## src/rtl/apb_master_sched.sv

```systemverilog
// Shares one APB master port between NUM_MASTERS requesters: round-robin grant, paddr slave
// decode, SETUP/ACCESS sequencing, response mux and a wait-state timeout.
module apb_master_sched #(
    parameter int NUM_MASTERS = 2,
    parameter int NUM_SLAVES  = 4,
    parameter int DATA_LENGTH = 32,
    parameter int SEL_LSB     = 12,
    parameter int TIMEOUT     = 16
) (
    input  logic                               pclk,
    input  logic                               preset,
    input  logic [NUM_MASTERS-1:0]             req_valid,
    output logic [NUM_MASTERS-1:0]             req_ready,
    input  logic [NUM_MASTERS*DATA_LENGTH-1:0] req_addr,
    input  logic [NUM_MASTERS-1:0]             req_write,
    input  logic [NUM_MASTERS*DATA_LENGTH-1:0] req_wdata,
    input  logic [NUM_MASTERS*4-1:0]           req_strb,
    input  logic [NUM_MASTERS*3-1:0]           req_prot,
    output logic [NUM_MASTERS-1:0]             rsp_valid,
    output logic [DATA_LENGTH-1:0]             rsp_rdata,
    output logic                               rsp_err,
    output logic [DATA_LENGTH-1:0]             paddr,
    output logic [2:0]                         pprot,
    output logic [NUM_SLAVES-1:0]              psel,
    output logic                               penable,
    output logic                               pwrite,
    output logic [DATA_LENGTH-1:0]             pwdata,
    output logic [3:0]                         pstrb,
    input  logic [NUM_SLAVES-1:0]              pready,
    input  logic [NUM_SLAVES*DATA_LENGTH-1:0]  prdata,
    input  logic [NUM_SLAVES-1:0]              pslverr
);

    localparam int MW = (NUM_MASTERS > 1) ? $clog2(NUM_MASTERS) : 1;
    localparam int IW = (NUM_SLAVES > 1) ? $clog2(NUM_SLAVES) : 1;
    localparam int CW = $clog2(TIMEOUT + 1);
    localparam int DW = DATA_LENGTH;

    typedef enum logic [1:0] {
        IDLE   = 2'd0,
        SETUP  = 2'd1,
        ACCESS = 2'd2,
        RESP   = 2'd3
    } state_t;

    state_t                 state_q;
    logic                   run_q;
    logic [MW-1:0]          ptr_q;
    logic [MW-1:0]          owner_q;
    logic [IW-1:0]          sel_idx_q;
    logic [CW-1:0]          wait_cnt_q;
    logic [DW-1:0]          paddr_q;
    logic [DW-1:0]          pwdata_q;
    logic [DW-1:0]          rsp_rdata_q;
    logic [2:0]             pprot_q;
    logic [3:0]             pstrb_q;
    logic                   pwrite_q;
    logic                   penable_q;
    logic                   rsp_err_q;
    logic [NUM_SLAVES-1:0]  psel_q;
    logic [NUM_MASTERS-1:0] rsp_valid_q;

    logic                   gnt_found_s;
    logic                   gnt_fire_s;
    logic [MW-1:0]          gnt_idx_s;
    int                     cand_s;
    logic [NUM_MASTERS-1:0] req_ready_s;
    logic [DW-1:0]          sel_addr_s;
    logic [DW-1:0]          sel_wdata_s;
    logic                   sel_write_s;
    logic [3:0]             sel_strb_s;
    logic [2:0]             sel_prot_s;
    logic [IW-1:0]          dec_idx_s;
    logic                   dec_ok_s;
    logic                   pready_sel_s;
    logic                   pslverr_sel_s;
    logic [DW-1:0]          prdata_sel_s;

    // Round-robin search: first valid requester at or after the pointer, wrapping.
    always_comb begin
        gnt_found_s = 1'b0;
        gnt_idx_s   = '0;
        cand_s      = 0;
        for (int k = 0; k < NUM_MASTERS; k++) begin
            cand_s      = (int'(ptr_q) + k) % NUM_MASTERS;
            gnt_idx_s   = (req_valid[MW'(cand_s)] && !gnt_found_s) ? MW'(cand_s) : gnt_idx_s;
            gnt_found_s = gnt_found_s | req_valid[MW'(cand_s)];
        end
    end

    // Acceptance pulse; run_q keeps it quiet until the first clock after reset release.
    always_comb begin
        gnt_fire_s  = run_q && (state_q == IDLE) && gnt_found_s;
        req_ready_s = '0;
        if (gnt_fire_s) begin
            req_ready_s[gnt_idx_s] = 1'b1;
        end else begin
            req_ready_s = '0;
        end
    end

    // Fields of the requester being granted.
    always_comb begin
        sel_addr_s  = req_addr[int'(gnt_idx_s)*DW +: DW];
        sel_wdata_s = req_wdata[int'(gnt_idx_s)*DW +: DW];
        sel_strb_s  = req_strb[int'(gnt_idx_s)*4 +: 4];
        sel_prot_s  = req_prot[int'(gnt_idx_s)*3 +: 3];
        sel_write_s = req_write[gnt_idx_s];
    end

    if (NUM_SLAVES > 1) begin : g_dec_field
        assign dec_idx_s = sel_addr_s[SEL_LSB +: IW];
    end else begin : g_dec_single
        assign dec_idx_s = '0;
    end
    assign dec_ok_s = (int'(dec_idx_s) < NUM_SLAVES);

    // Response mux from the slave selected by the transfer in flight.
    always_comb begin
        pready_sel_s  = pready[sel_idx_q];
        pslverr_sel_s = pslverr[sel_idx_q];
        prdata_sel_s  = prdata[int'(sel_idx_q)*DW +: DW];
    end

    // Transfer sequencer; all APB and response outputs are registered here.
    always_ff @(posedge pclk or posedge preset) begin
        if (preset) begin
            state_q     <= IDLE;
            run_q       <= 1'b0;
            ptr_q       <= '0;
            owner_q     <= '0;
            sel_idx_q   <= '0;
            wait_cnt_q  <= '0;
            paddr_q     <= '0;
            pwdata_q    <= '0;
            pprot_q     <= 3'b000;
            pstrb_q     <= 4'b0000;
            pwrite_q    <= 1'b0;
            penable_q   <= 1'b0;
            psel_q      <= '0;
            rsp_valid_q <= '0;
            rsp_rdata_q <= '0;
            rsp_err_q   <= 1'b0;
        end else begin
            run_q <= 1'b1;
            case (state_q)
                IDLE: begin
                    if (gnt_fire_s) begin
                        owner_q    <= gnt_idx_s;
                        wait_cnt_q <= '0;
                        if (dec_ok_s) begin
                            sel_idx_q <= dec_idx_s;
                            paddr_q   <= sel_addr_s;
                            pwrite_q  <= sel_write_s;
                            pwdata_q  <= sel_wdata_s;
                            pstrb_q   <= sel_write_s ? sel_strb_s : 4'b0000;
                            pprot_q   <= sel_prot_s;
                            psel_q    <= NUM_SLAVES'(1'b1) << dec_idx_s;
                            state_q   <= SETUP;
                        end else begin
                            // Unmapped slave index: answer with an error, bus untouched.
                            rsp_valid_q <= NUM_MASTERS'(1'b1) << gnt_idx_s;
                            rsp_rdata_q <= '0;
                            rsp_err_q   <= 1'b1;
                            state_q     <= RESP;
                        end
                    end
                end
                SETUP: begin
                    penable_q <= 1'b1;
                    state_q   <= ACCESS;
                end
                ACCESS: begin
                    if (pready_sel_s) begin
                        psel_q      <= '0;
                        penable_q   <= 1'b0;
                        rsp_valid_q <= NUM_MASTERS'(1'b1) << owner_q;
                        rsp_rdata_q <= pwrite_q ? '0 : prdata_sel_s;
                        rsp_err_q   <= pslverr_sel_s;
                        state_q     <= RESP;
                    end else if (wait_cnt_q == CW'(TIMEOUT - 1)) begin
                        psel_q      <= '0;
                        penable_q   <= 1'b0;
                        rsp_valid_q <= NUM_MASTERS'(1'b1) << owner_q;
                        rsp_rdata_q <= '0;
                        rsp_err_q   <= 1'b1;
                        state_q     <= RESP;
                    end else begin
                        wait_cnt_q <= wait_cnt_q + 1'b1;
                    end
                end
                RESP: begin
                    rsp_valid_q <= '0;
                    rsp_rdata_q <= '0;
                    rsp_err_q   <= 1'b0;
                    ptr_q       <= (owner_q == MW'(NUM_MASTERS - 1)) ? '0 : owner_q + 1'b1;
                    state_q     <= IDLE;
                end
                default: begin
                    state_q <= IDLE;
                end
            endcase
        end
    end

    assign req_ready = req_ready_s;
    assign rsp_valid = rsp_valid_q;
    assign rsp_rdata = rsp_rdata_q;
    assign rsp_err   = rsp_err_q;
    assign paddr     = paddr_q;
    assign pprot     = pprot_q;
    assign psel      = psel_q;
    assign penable   = penable_q;
    assign pwrite    = pwrite_q;
    assign pwdata    = pwdata_q;
    assign pstrb     = pstrb_q;

    apb_master_sched_chk #(
        .NUM_MASTERS (NUM_MASTERS),
        .NUM_SLAVES  (NUM_SLAVES)
    ) u_chk (
        .pclk      (pclk),
        .preset    (preset),
        .psel      (psel_q),
        .penable   (penable_q),
        .rsp_valid (rsp_valid_q),
        .req_ready (req_ready_s)
    );

endmodule

// Protocol invariants of the scheduler outputs.
module apb_master_sched_chk #(
    parameter int NUM_MASTERS = 2,
    parameter int NUM_SLAVES  = 4
) (
    input logic                   pclk,
    input logic                   preset,
    input logic [NUM_SLAVES-1:0]  psel,
    input logic                   penable,
    input logic [NUM_MASTERS-1:0] rsp_valid,
    input logic [NUM_MASTERS-1:0] req_ready
);

    a_psel_onehot0: assert property (@(posedge pclk) disable iff (preset) $onehot0(psel));
    a_penable_sel: assert property (@(posedge pclk) disable iff (preset) penable |-> (psel != '0));
    a_rsp_onehot0: assert property (@(posedge pclk) disable iff (preset) $onehot0(rsp_valid));
    a_rdy_onehot0: assert property (@(posedge pclk) disable iff (preset) $onehot0(req_ready));

endmodule

```

## config.mk

```make
export PLATFORM = sky130hd
export DESIGN_NAME = apb_master_sched
export DESIGN_NICKNAME = d
export VERILOG_FILES = /design/src/rtl/apb_master_sched.sv
export SDC_FILE = /design/constraint.sdc
export NUM_CORES = 1
export LEC_CHECK = 0
export CAP_MARGIN = 20
export CORE_AREA = 2 2 156 158
export CTS_CLUSTER_DIAMETER = 100
export DETAILED_ROUTE_END_ITERATION = 8
export DIE_AREA = 0 0 158 160
export DONT_BUFFER_PORTS = 1
export GPL_ROUTABILITY_DRIVEN = 0
export HOLD_SLACK_MARGIN = 0.05
export SLEW_MARGIN = 20
export SYNTH_ARGS = -nofsm -noshare
export SYNTH_HDL_FRONTEND = slang
export SYNTH_HIERARCHICAL = 1
export SYNTH_SLANG_ARGS = --single-unit
```

## constraint.sdc

```tcl
create_clock -name pclk -period 4.7 [get_ports pclk]
set_input_delay 0.94 -clock pclk [delete_from_list [all_inputs] [get_ports pclk]]
set_output_delay 0.94 -clock pclk [all_outputs]
set_load 0.05 [all_outputs]
```

==> out/qor.txt, run 1 <==
FILL cells = 2475
Largest cells by area after synthesis = dfrtp_1 (50%), mux4_2 (13%), mux2i_1 (12%)
Relative slew slack = 0.331
Placed instance count = 810
LEAKAGE = 3.26 nW
Nets = 795
Part of the Yosys area used for sequential elements = 0.501
Placeable core area = 23800 µm²
Share of the synthesized area in the top cell type = 0.501
Full die area = 25300 µm²
Vias/cell = 4.87
Initial DRT Pass Iterations = 4
Gr usage total = 0.137
Main synth FF type = dfrtp_1
Post-synth ARST share = 1.00
Area of placed instances = 6430 µm²
Initial antenna violation count = 2
RR Startpoint = state_q[0]$_DFFE_PP0P_
CP Class = register to output port
Final Hold Fails = 0
Synth cell types = 40
DR iter-0 viols = 177
RSZ-0062 raised after global routing = no
Reg area = 3060 µm²
Crit. End Element = output port
Die Ht = 160 µm
Clock transition at path regs = 60 ps
Syn nets = 810
Layout cells sized above 1 = 0.158
Routed WL = 18.0 mm
Multi-input gate area = 2880 µm²
Most common cell in the netlist = dfrtp_1
Largest net degree at the start of global routing = 102
Crit path time final = 3450 ps
Final Max Slew Viols = 0
Die Width = 158 µm
Vias in the first global route = 4263
Critical Path AT = 2510 ps
CTS Buf Count = 17
Endpoints failing setup = 0
Post-Synthesis Cells = 520
Fmax = 290 MHz
First-pass GRT wire length = 25.4 mm
CP required = 3760 ps
CTS tree = built
Number of H-tree levels = 4
Fin area = 7040 µm²
Startpoint types = register
Overflow after GRT = 0
Hold WC Path Type = input pin to async pin
Part of the cycle the worst path needs = 0.733
DR vias = 4110
Hold-fix buffers at CTS = 0
Setup WS post-layout = 1250 ps
Initial cell density of the core = 0.256
EDFF count, synth = 0
Clk sink count = 122
Yosys Warn Count = 6
Worst clock skew = 7.29 ps
Post-CTS sizing = 0
Setup tns final = 0 ps
Power Density = 875 nW/µm²
Worst reg-to-reg path cell count = 5
Post CTS Setup Buffer Count = 0
DP HPWL = 13.5 mm
Wire per inst = 21.3 µm
Number of cell rows = 57
# port buffers = 0
CP Max Fanout = 47
Non-Filler Instances = 844
Worst-skew pair later-pin latency = 410 ps
Outcome = finished, final reports clean
IO Pins = 398
Synthesized area per cell = 11.7 µm²
Synthesis-stage register bit count = 122
Clock Tree Root = clkbuf_16
Pwr Total = 6.15 mW
Area Overhead vs Synth = 15.5%
# DRC = 0
VDD IR-drop max = 0.000321 V
Max-cap violation count = 0
Crit. Startpoint = state_q[0]$_DFFE_PP0P_
Final ANT Viol Nets = 0
Worst-Margin Slew = 1000 ps
Mapped cell area = 6090 µm²
Commonest cells in the netlist = dfrtp_1 (122), nand2_1 (82), o21ai_0 (76)
Post-Place Setup Slack = 1580 ps
Clk buf depth = 2
Synth area leader = dfrtp_1
-- layout make-up --
cell class	instances	area share
clock buffers	19	0.0615
clock inverters	13	0.0242
flip-flops and latches	122	0.435
well taps	324	0.0576
diodes	2	0.000711
multi-input cells	350	0.409
inverters	7	0.00445
repair buffers	7	0.00747
-- worst paths after layout --
kind,endpoint,slack [ps]
worst min-delay path,paddr[30]$_DFFE_PP0P_,450
worst min register to register,wait_cnt_q[0]$_DFFE_PP0P_,520
min in group pclk,wait_cnt_q[0]$_DFFE_PP0P_,520
max in group asynchronous,pwdata[1]$_DFFE_PP0P_,3310
worst max-delay path,req_ready[0],1250
worst max register to register,rsp_rdata[1]$_DFFE_PP0P_,2290
-- critical path: stages, from the launching register on --
cell and delay, ps:
dfrtp_1 410, inv_1 110, ha_1 310, nand3_4 440, nor2_1 830
-- flip-flops by register name, summed over array words and instances, names as in the netlist --
name / count
owner_q: 1
paddr: 31
penable: 1
pprot: 3
psel: 4
pstrb: 4
ptr_q: 1
pwdata: 32
pwrite: 1
rsp_err: 1
rsp_rdata: 32
rsp_valid: 2
run_q: 1
sel_idx_q: 1
state_q: 2
wait_cnt_q: 5
-- cell usage in the layout (no fill, tap or decap), types with 2 or more instances in the layout --
cell / n
a21o_1: 2
a21oi_1: 4
a22o_1: 34
and3_1: 2
buf_4: 7
bufinv_16: 3
clkbuf_1: 2
clkbuf_16: 17
clkinv_4: 4
clkinvlp_4: 3
dfrtp_1: 119
dfrtp_2: 2
diode_2: 2
ha_1: 6
inv_1: 6
inv_6: 3
mux2_2: 2
mux2i_1: 73
mux4_2: 34
nand2_1: 82
nand2b_1: 2
nand3_1: 4
nor2_1: 6
nor4_1: 2
o21ai_0: 76
-- cells by family (layout without fill, tap and decap cells) --
kind of cell	count (synthesis)	count (layout)	synth area share
and+or+nand+nor	105	105	0.0709
DFF	122	122	0.501
AOI/OAI and AO/OA	129	129	0.134
buffers and inverters	48	46	0.0314
other	1	3	0.000616
muxes	109	109	0.249
adders and majority gates	6	6	0.0123
-- power breakdown --
part	leakage (nW)	total (mW)	switching, mW	internal (mW)
logic	1.41	1.61	0.884	0.725
registers	1.57	3.20	1.75	1.46
clock network	0.284	1.34	0.501	0.839
-- stage by stage --
stage / util / hold WS, ps
2_1_floorplan: - / 465
3_3_place_gp: 0.270 / 504
3_5_place_dp: 0.270 / 507
4_1_cts: 0.295 / 453
5_1_grt: 0.295 / 469
6_report: 0.295 / 447
-- per-layer routing --
layer	part of all wire	up-vias	track usage
met5	0	-	0
met4	0.010	0	0.0410
met3	0.089	9	0.0423
met2	0.52	262	0.247
met1	0.38	1945	0.155
li1	-	1894	-
No activity file was read; power rests on OpenSTA's default activity.
==> run 2: changes to the inputs <==
--- a/config.mk
+++ b/config.mk
@@ -6,10 +6,10 @@
 export NUM_CORES = 1
 export LEC_CHECK = 0
 export CAP_MARGIN = 20
-export CORE_AREA = 2 2 156 158
+export CORE_AREA = 2 2 155 157
 export CTS_CLUSTER_DIAMETER = 100
 export DETAILED_ROUTE_END_ITERATION = 8
-export DIE_AREA = 0 0 158 160
+export DIE_AREA = 0 0 157 159
 export DONT_BUFFER_PORTS = 1
 export GPL_ROUTABILITY_DRIVEN = 0
 export HOLD_SLACK_MARGIN = 0.05
==> constraint.sdc (replaced) <==
create_clock -name pclk -period 2.97 [get_ports pclk]
set_input_delay 0.594 -clock pclk [delete_from_list [all_inputs] [get_ports pclk]]
set_output_delay 0.594 -clock pclk [all_outputs]
set_load 0.05 [all_outputs]
==> out/qor.txt, run 2 (synthesis gave the netlist of run 1 again) <==
Worst-skew pair later-pin latency = 410 ps
Final Max Slew Viols = 0
Largest net degree at the start of global routing = 84
Number of cell rows = 56
DP HPWL = 13.4 mm
RSZ-0062 raised after global routing = no
Placeable core area = 23200 µm²
Clk buf depth = 2
Vias in the first global route = 4352
Die Width = 157 µm
Routed WL = 17.5 mm
Worst path top cell family by delay = simple AND/OR/NAND/NOR gates
Crit. End Element = output port
# port buffers = 0
IO Pins = 398
Worst hold slack = 188 ps
Final Hold Fails = 0
CP required = 2380 ps
First-pass GRT wire length = 25.6 mm
Clock transition at path regs = 50 ps
FILL cells = 2321
Power Density = 1380 nW/µm²
Max incr delay on CP = 520 ps
Gr usage total = 0.137
Part of the cycle the worst path needs = 0.867
Worst clock skew = 12.4 ps
# DRC = 0
Max-cap violation count = 0
Post CTS Setup Buffer Count = 0
Die Ht = 159 µm
Fmax = 388 MHz
Worst-Margin Slew = 883 ps
Clock Tree Root = clkbuf_16
CP max stage cell = and2_1
CTS Buf Count = 17
Vias/cell = 4.86
Hold-fix buffers at CTS = 0
Area of placed instances = 6480 µm²
Initial antenna violation count = 2
Setup tns final = 0 ps
Overflow after GRT = 0
Hold WC Path Type = input pin to async pin
Layout cells sized above 1 = 0.167
Clk sink count = 122
Placed instance count = 810
Crit path time final = 2580 ps
CTS tree = built
DR iter-0 viols = 135
Number of H-tree levels = 4
Post-CTS sizing = 0
Fin area = 7110 µm²
Final ANT Viol Nets = 0
Full die area = 25000 µm²
Commonest non-fill, non-tap cell in the layout = dfrtp_1
Worst path cell trace = inv_1 -> ha_1 -> and3_1 -> and2_1
Initial DRT Pass Iterations = 4
DR vias = 4090
Initial cell density of the core = 0.263
Final Util = 0.307
Worst path bufs/invs = 1
Startpoint types = register
Nets = 800
CP Class = register to output port
Gate power share = 0.258
Switching Share = 0.497
Outcome = finished, final reports clean
LEAKAGE = 3.31 nW
Area Overhead vs Synth = 16.7%
Non-Filler Instances = 842
Pwr Total = 9.81 mW
Wire per inst = 20.8 µm
Post-Place Setup Slack = 626 ps
Setup WS post-layout = 394 ps
VDD IR-drop max = 0.000464 V
Clock Power Share = 0.225
Relative slew slack = 0.411
Most frequent cells in the layout = dfrtp_1 (119), nand2_1 (82), o21ai_0 (76)
CP Max Fanout = 6
Critical Path AT = 1980 ps
Endpoints failing setup = 0
Int Pwr = 4.93 mW
Psw = 4.88 mW
Flop pwr share = 0.517
==> run 2: changes by cell type in the layout (fill, tap and decap cells not counted) <==
cell        previous run  this run
buf_4                  7        10
inv_6                  3         0
buf_12                 0         2
clkbuf_8               0         2
clkinv_2               1         3
clkinvlp_4             3         1
bufinv_16              3         4
clkbuf_1               2         1
diode_2                2         1
==> run 2: power groups by stage <==
stage	Combinational [mW]	Sequential (mW)	Clock (mW)
after floorplan	2.09	4.89	0
after global placement	2.52	5.14	0
after detailed placement	2.56	5.13	0
after CTS	2.58	5.11	2.28
after global routing	2.86	5.17	2.36
final	2.54	5.07	2.20
==> run 2: metal layers <==
layer  up-vias  part of all wire  routed length (µm)  GRT usage
met5         -           0.00074                  13          0
met4         2             0.022                 379     0.0492
met3        19             0.091                1600     0.0449
met2       251              0.51                9000      0.244
met1      1916              0.37                6530      0.152
li1       1902                 -                   -          -
==> run 2: path summary, 6_finish.rpt <==
| path | start | end | slack, ps | depth (start not counted) |
|---|---|---|---|---|
| worst min register to register | wait_cnt_q[0]$_DFFE_PP0P_ | wait_cnt_q[0]$_DFFE_PP0P_ | 510 | 1 |
| worst min-delay path | preset | rsp_rdata[21]$_DFFE_PP0P_ | 190 | 1 |
| worst max-delay path | state_q[0]$_DFFE_PP0P_ | req_ready[1] | 390 | 4 |
| min in group pclk | req_addr[27] | paddr[27]$_DFFE_PP0P_ | 390 | 2 |
| max in group asynchronous | preset | pwdata[23]$_DFFE_PP0P_ | 2050 | 2 |
| worst max register to register | state_q[0]$_DFFE_PP0P_ | psel[2]$_DFFE_PP0P_ | 620 | 6 |
==> run 2: cell type report <==
class,count,area (µm²),share of cell area
diodes,1,2.50,0.000352
clock buffers,20,457,0.0642
clock inverters,11,170,0.0239
inverters,7,30.0,0.00422
multi-input cells,350,2880,0.405
flip-flops and latches,122,3060,0.430
well taps,319,399,0.0561
repair buffers,12,115,0.0162
